### src/rtl/scrambler_pkg.sv
// Shared constants and types for the x^58 + x^39 + 1 TX scrambler.
package scrambler_pkg;

    localparam int unsigned SCR_LEN = 58;
    localparam int unsigned SCR_TAP = 39;

    typedef logic [SCR_LEN-1:0] scr_state_t;

    localparam scr_state_t SCR_SEED = 58'h3FF_FFFF_FFFF_FFFF;

endpackage : scrambler_pkg

### src/rtl/scrambler_lfsr_step.sv
// One unrolled step of the self-synchronous scrambler: scrambles WIDTH bits
// (bit 0 first) and returns the LFSR state after the last bit.
module scrambler_lfsr_step
    import scrambler_pkg::*;
#(
    parameter int unsigned WIDTH = 64
) (
    input  scr_state_t       state_i,
    input  logic [WIDTH-1:0] data_i,
    output logic [WIDTH-1:0] scr_o,
    output scr_state_t       next_state_o
);

    // History = {scrambled bits, previous state}; each new bit feeds back on
    // bits scrambled earlier in the same word.
    always_comb begin : p_step
        logic [WIDTH+SCR_LEN-1:0] hist;
        hist              = '0;
        hist[SCR_LEN-1:0] = state_i;
        for (int unsigned i = 0; i < WIDTH; i++) begin
            hist[SCR_LEN+i] = data_i[i] ^ hist[SCR_LEN+i-SCR_TAP] ^ hist[i];
        end
        scr_o        = hist[WIDTH+SCR_LEN-1:SCR_LEN];
        next_state_o = hist[WIDTH+SCR_LEN-1:WIDTH];
    end

endmodule : scrambler_lfsr_step

### src/rtl/scrambler_tx.sv
// Transmit scrambler with valid/ready on both sides and a one-entry skid
// stage so that in_ready is registered. Words are scrambled at accept time.
// Optional feature: define SCRAMBLER_TX_BYPASS_EN to add a per-word bypass
// input that passes data through unscrambled without advancing the LFSR.
module scrambler_tx
    import scrambler_pkg::*;
#(
    parameter int unsigned WIDTH = 64,
    parameter int unsigned HDR_W = 2,
    localparam int unsigned HW   = (HDR_W > 0) ? HDR_W : 1
) (
    input  logic             clk,
    input  logic             srst,
`ifdef SCRAMBLER_TX_BYPASS_EN
    input  logic             bypass,
`endif
    input  logic [WIDTH-1:0] in_data,
    input  logic [HW-1:0]    in_hdr,
    input  logic             in_valid,
    output logic             in_ready,
    output logic [WIDTH-1:0] out_data,
    output logic [HW-1:0]    out_hdr,
    output logic             out_valid,
    input  logic             out_ready
);

    scr_state_t       state_q, state_d;
    scr_state_t       step_state_c;
    logic [WIDTH-1:0] scr_word_c;
    logic [WIDTH-1:0] word_c;
    scr_state_t       adv_state_c;

    logic             out_valid_q, out_valid_d;
    logic [WIDTH-1:0] out_data_q, out_data_d;
    logic [HW-1:0]    out_hdr_q, out_hdr_d;

    logic             skid_valid_q, skid_valid_d;
    logic [WIDTH-1:0] skid_data_q, skid_data_d;
    logic [HW-1:0]    skid_hdr_q, skid_hdr_d;

    logic             in_ready_q, in_ready_d;
    logic             accept_c;
    logic             drain_c;

    scrambler_lfsr_step #(
        .WIDTH (WIDTH)
    ) u_step (
        .state_i      (state_q),
        .data_i       (in_data),
        .scr_o        (scr_word_c),
        .next_state_o (step_state_c)
    );

    // Select the word and state that an accept produces.
`ifdef SCRAMBLER_TX_BYPASS_EN
    always_comb begin
        word_c      = bypass ? in_data : scr_word_c;
        adv_state_c = bypass ? state_q : step_state_c;
    end
`else
    always_comb begin
        word_c      = scr_word_c;
        adv_state_c = step_state_c;
    end
`endif

    // Handshake, skid and LFSR next-state logic.
    always_comb begin
        state_d      = state_q;
        out_valid_d  = out_valid_q;
        out_data_d   = out_data_q;
        out_hdr_d    = out_hdr_q;
        skid_valid_d = skid_valid_q;
        skid_data_d  = skid_data_q;
        skid_hdr_d   = skid_hdr_q;

        accept_c = in_valid && in_ready_q;
        drain_c  = out_valid_q && out_ready;

        if (accept_c) begin
            state_d = adv_state_c;
        end

        if (skid_valid_q) begin
            // in_ready is low while skid is full, so only a drain can happen
            if (drain_c) begin
                out_data_d   = skid_data_q;
                out_hdr_d    = skid_hdr_q;
                out_valid_d  = 1'b1;
                skid_valid_d = 1'b0;
            end
        end else if (accept_c) begin
            if (!out_valid_q || drain_c) begin
                out_data_d  = word_c;
                out_hdr_d   = in_hdr;
                out_valid_d = 1'b1;
            end else begin
                skid_data_d  = word_c;
                skid_hdr_d   = in_hdr;
                skid_valid_d = 1'b1;
            end
        end else if (drain_c) begin
            out_valid_d = 1'b0;
        end

        in_ready_d = !skid_valid_d;
    end

    // State registers with synchronous reset.
    always_ff @(posedge clk) begin
        if (srst) begin
            state_q      <= SCR_SEED;
            out_valid_q  <= 1'b0;
            out_data_q   <= '0;
            out_hdr_q    <= '0;
            skid_valid_q <= 1'b0;
            skid_data_q  <= '0;
            skid_hdr_q   <= '0;
            in_ready_q   <= 1'b1;
        end else begin
            state_q      <= state_d;
            out_valid_q  <= out_valid_d;
            out_data_q   <= out_data_d;
            out_hdr_q    <= out_hdr_d;
            skid_valid_q <= skid_valid_d;
            skid_data_q  <= skid_data_d;
            skid_hdr_q   <= skid_hdr_d;
            in_ready_q   <= in_ready_d;
        end
    end

    assign in_ready  = in_ready_q;
    assign out_valid = out_valid_q;
    assign out_data  = out_data_q;
    assign out_hdr   = out_hdr_q;

endmodule : scrambler_tx

### config.mk
export PLATFORM = sky130hd
export DESIGN_NAME = scrambler_tx
export DESIGN_NICKNAME = d
export VERILOG_FILES = /design/src/rtl/scrambler_pkg.sv /design/src/rtl/scrambler_lfsr_step.sv /design/src/rtl/scrambler_tx.sv
export SDC_FILE = /design/constraint.sdc
export NUM_CORES = 1
export LEC_CHECK = 0
export BUFFER_PORTS_ARGS = -buffer_cell sky130_fd_sc_hd__buf_2
export CAP_MARGIN = 40
export CELL_PAD_IN_SITES_DETAIL_PLACEMENT = 1
export CELL_PAD_IN_SITES_GLOBAL_PLACEMENT = 2
export CORE_AREA = 8 8 205 148
export DETAILED_ROUTE_END_ITERATION = 6
export DIE_AREA = 0 0 213 156
export PLACE_DENSITY_LB_ADDON = 0.15
export SETUP_SLACK_MARGIN = 0.15
export SYNTH_ARGS = -nofsm -noshare
export SYNTH_HDL_FRONTEND = slang
export SYNTH_HIERARCHICAL = 1
export SYNTH_SLANG_ARGS = --single-unit
### constraint.sdc
create_clock -name clk -period 3.1 [get_ports clk]
set_input_delay 0.62 -clock clk [delete_from_list [all_inputs] [get_ports clk]]
set_output_delay 0.62 -clock clk [all_outputs]
set_load 0.1 [all_outputs]
### Word-level counts from Yosys, hierarchy flattened

Index checks and enable logic that the tools add are counted.

* register bits after elaboration: 193
* bits in latches: 0
* RAM bits: 0
* ROM bits: 0
* input port bits: 70
* word-level logic and storage cells: 168
* memories kept: 0

* add/subtract/negate cells: 0
* multiply operators: 0
* div/mod/pow operators: 0
* order comparisons: 0
* equality and inequality tests: 2
* shifts and indexed selects: 0
* muxes and demuxes: 17
* bitwise gates (word level): 130
* reductions and logical operators: 11

Operator list (number)
* 2-to-1 mux 64 bit: 4
* bitwise XOR 1 bit: 128
* 2-to-1 mux 1 bit: 9
* AND reduction 3 bit: 3
* 2-to-1 mux 2 bit: 4
* nonzero test 2 bit: 3
* != test 3 x 2 -> 1 bit, second input constant: 1
* logical AND 1 bit: 2
* logical NOT 1 bit: 2
* != test 2 x 1 -> 1 bit, second input constant: 1
* NOT 1 bit: 2
* logical OR 1 bit: 1

### Logic depth before layout (Yosys ltp)

* word-level depth: 7
* gate-level depth with buffers: 7
* depth with buffers taken out: 5

### By module

Netlist, hierarchy kept.

By module, submodules not included
* scrambler_tx: instances 1, cells each 906, area an instance 8539.4 µm²
* scrambler_lfsr_step: instances 1, cells each 180, area an instance 1900.6 µm²

### Least setup slack after synthesis

Ideal clock, no wire load.

* kind: register to register
* start: register out_valid_q (netlist: out_valid)
* end: register skid_data_q[23]
* arrival: 2.136 ns
* setup slack: 0.847 ns
* cell stages (with the launch flop): 6
* path through: dfxtp_1 nand2b_1 clkbuf_1 clkbuf_1 o311a_1 a31o_2

* word-level cells in the longest chain between the ends: 4

Ends and longest elaborated chain
* start, declared: line scrambler_tx.sv:33 `logic out_valid_q, out_valid_d;`
* start signal, assigned: line scrambler_tx.sv:122 `out_valid_q <= out_valid_d;`
* logical NOT 1 bit / logical AND 1 bit (equally long branches): line scrambler_tx.sv:93, scrambler_tx.sv:78
* logical OR 1 bit *: line scrambler_tx.sv:93 `if (!out_valid_q || drain_c) begin`
* NOT 1 bit (no line) *
* AND reduction 3 bit (no line) *
* end signal, assigned: line scrambler_tx.sv:126 `skid_data_q <= skid_data_d;`
* end, declared: line scrambler_tx.sv:38 `logic [WIDTH-1:0] skid_data_q, skid_data_d;`

Mark *: on every way between the ends. The rest lies on a longest branch, timed or not.
A chain may end at the register's enable or synchronous reset.

### Worst setup path in the final report

* start: register skid_valid_q
* end: register out_data_q[35] (netlist: out_data[35])

* word-level cells in the longest chain between the ends: 2

Ends and longest elaborated chain
* start, declared: line scrambler_tx.sv:37 `logic skid_valid_q, skid_valid_d;`
* start signal, assigned: line scrambler_tx.sv:125 `skid_valid_q <= skid_valid_d;`
* != test 2 x 1 -> 1 bit (no line) / nonzero test 2 bit (equally long branches)
* AND reduction 3 bit (no line)
* end signal, assigned: line scrambler_tx.sv:123 `out_data_q <= out_data_d;`
* end, declared: line scrambler_tx.sv:34 `logic [WIDTH-1:0] out_data_q, out_data_d;`

Parallel ways exist; a longest one is shown, timed or not.

==> results.py <==
metrics = {
    "cells_and_area": {
        "diodes": 0,
        "layout-drive-gt1-share_pct": 24.6,
        "syn_to_final_growth_pct": 11.0,
        "stdcell_count": 1479,
        "mostFrequentLayoutCells": "dfxtp_1, buf_2, nand3_1",
        "nFillCells": 3138,
        "final_common_cell": "dfxtp_1",
        "finalNetCount": 1165,
        "final_core_util_pct": 42.5,
        "fin_area_mm2": 0.0116,
    },
    "place": {
        "dp_cells": 1447,
        "dp_hpwl_um": 24300,
        "placed_cell_area_mm2": 0.0110,
        "port_buffers": 137,
        "preCtsSetupSlack_ns": 0.726,
        "gp_congestion": 0.782,
    },
    "floorplanning": {
        "dieHeight_um": 156,
        "die_x_um": 213,
        "start_util_pct": 38.3,
        "core_mm2": 0.0272,
        "die_area_mm2": 0.0332,
        "rows": 51,
        "ios": 138,
    },
    "global_route": {
        "grt_pass1_vias": 8194,
        "antenna_found_initial": 0,
        "grt_pass1_wl_um": 53200,
        "grt_usage_pct": 21.0,
        "grt_max_degree": 134,
        "grt_overflow_total": 0,
    },
    "yosys": {
        "synth_seq_cells": 193,
        "yosys.area.top_type": "dfxtp_1",
        "synth-edff-count": 0,
        "synth.area.top_cells": "dfxtp_1, mux2i_1, o311a_1, xnor2_1, nand3_1",
        "yosysWarnings": 6,
        "avgSynthCellArea_um2": 9.61,
        "synthFlopType": "dfxtp_1",
        "ys_types": 30,
        "syn_area_mm2": 0.0104,
        "synth_cells": 1086,
        "ys_async_sr_fraction_pct": 0,
        "syn_nets": 1156,
        "synth_seq_area_share_pct": 37.0,
        "synth_top_area_share_pct": 37.0,
    },
    "worst_setup_path": {
        "required_ns": 3.46,
        "r2r_cells": 4,
        "reg2reg_to": "out_data[35]",
        "rr_startpoint": "skid_valid_q",
        "reg2reg_slack_ns": 0.96,
        "cp-end-kind": "flop",
        "critPathMaxFanout": 32,
        "worst_ep_arrival_time_ns": 2.50,
        "critPathLaunchType": "flop",
        "crit_type": "flop to flop",
    },
    "routing": {
        "viasPerCell": 5.75,
        "drc": 2,
        "drtPass1Iterations": 7,
        "drtIter0Drc": 614,
        "vias": 8510,
        "post_drt_wl_per_cell_um": 23.6,
        "wirelength_um": 35000,
        "ant_nets": 0,
    },
    "clock_network": {
        "clkSinkCount": 193,
        "cts_tree": "done",
        "cts-buffers-inserted": 17,
        "cts_root_buf": "clkbuf_16",
        "post_cts_buffers": 0,
        "htree_levels": 4,
        "ctsHoldBuffers": 0,
        "clk_latency_ns": 0.45,
        "ctsLongestPathBuffers": 2,
        "ctsResizeCount": 0,
        "clk_pin_slew_ns": 0.07,
    },
    "timing": {
        "hold_slack_ns": 0.442,
        "fin_tns_setup_ns": 0,
        "period_needed_ns": 2.14,
        "slew_viol_final": 0,
        "rsz0062_at_grt": "false",
        "setup_slack_ns": 0.964,
        "fin_skew_ns": 0.0150,
        "timing.fmax_mhz": 468,
        "fin_crit_sh_pct": 68.9,
        "finalSetupViolCount": 0,
        "hold_violations": 0,
        "slew_headroom_pct": 47.7,
        "tightest_slew_ns": 0.784,
    },
    "power": {
        "ir_drop_v": 0.000417,
        "p_leak_nw": 4.79,
        "power.total_mw": 8.69,
        "p_per_area_mw_per_mm2": 749,
    },
    "worst_hold_path": {
        "whs_endpoint": "skid_hdr_q[1]",
        "hold_depth": 2,
        "min_path_type": "input pin to flop",
        "hold_start": "in_hdr[1]",
    },
    "run_status": {
        "violations": "design-rule violations",
        "status": "finished, violations left",
    },
    "job": {
        "maxCapViolations": 0,
    },
}
==> sequential cells by signal (all words and copies together) (netlist names) <==
register	count
state_q	58
skid_hdr_q	2
skid_data_q	64
in_ready	1
out_data	64
skid_valid_q	1
out_valid	1
out_hdr	2
==> metal layers <==
layer	GRT usage (%)	vias to the layer above	share of wire, %
met5	0	-	0
met4	3.57	0	0.60
met3	3.65	15	4.6
met2	31.1	184	44
met1	31.5	4268	51
li1	-	4043	-
==> area by class of cell <==
class	count	area [um^2]	area share (%)
multi-input combinational	707	5610	48.3
sequential	193	3870	33.4
timing repair buffer	175	1080	9.35
tap	371	464	4.00
clock buffer	22	454	3.92
clock inverter	10	111	0.961
inverter	1	6.26	0.0540
==> kinds of logic (layout without fill, tap and decap cells) <==
| logic type | count (synthesis) | count (layout) | synth area share (%) |
|---|---|---|---|
| buffers and inverters | 186 | 208 | 9.64 |
| DFF | 193 | 193 | 37.0 |
| and+or+nand+nor | 251 | 251 | 13.0 |
| muxes | 66 | 66 | 6.33 |
| AOI/OAI and AO/OA | 268 | 268 | 20.0 |
| xor gates and xnor gates | 122 | 122 | 14.0 |
==> synthesized netlist by cell type (2+ instances only) <==
master    count
clkbuf_1     76
xor3_1        6
nand2b_1      2
buf_4        70
a31o_1       11
nand3_1     116
xnor3_1      19
dfxtp_1     193
o311a_1      66
a21oi_1      68
xor2_1       19
o31ai_1      66
mux2i_1      66
or4_1        66
nand2_1      62
xnor2_2       6
xnor2_1      72
a31o_2       55
buf_2        29
buf_1         8
==> worst max-delay path by stage <==
stage,end,from,cells past startpoint
6_report,out_data[35],skid_valid_q,4
3_5_place_dp,skid_data_q[8],out_ready,6
3_3_place_gp,skid_data_q[19],out_ready,6
5_1_grt,out_data[35],skid_valid_q,4
2_1_floorplan,skid_data_q[23],out_valid,5
4_1_cts,out_data[35],skid_valid_q,4
==> where the power goes <==
group / switching, mW / total [mW] / internal [mW]
Clock: 1.03 / 2.24 / 1.21
Sequential: 0.237 / 3.00 / 2.76
Combinational: 2.38 / 3.45 / 1.07
Total: 3.65 / 8.69 / 5.04
==> worst max-delay path, stage by stage (launching register included) <==
cell and delay [ns]:
dfxtp_4 0.66, buf_4 0.49, mux2i_1 0.25, or4_1 0.47
a21oi_1 0.16
Note: power is estimated with default switching activity, not from simulation.
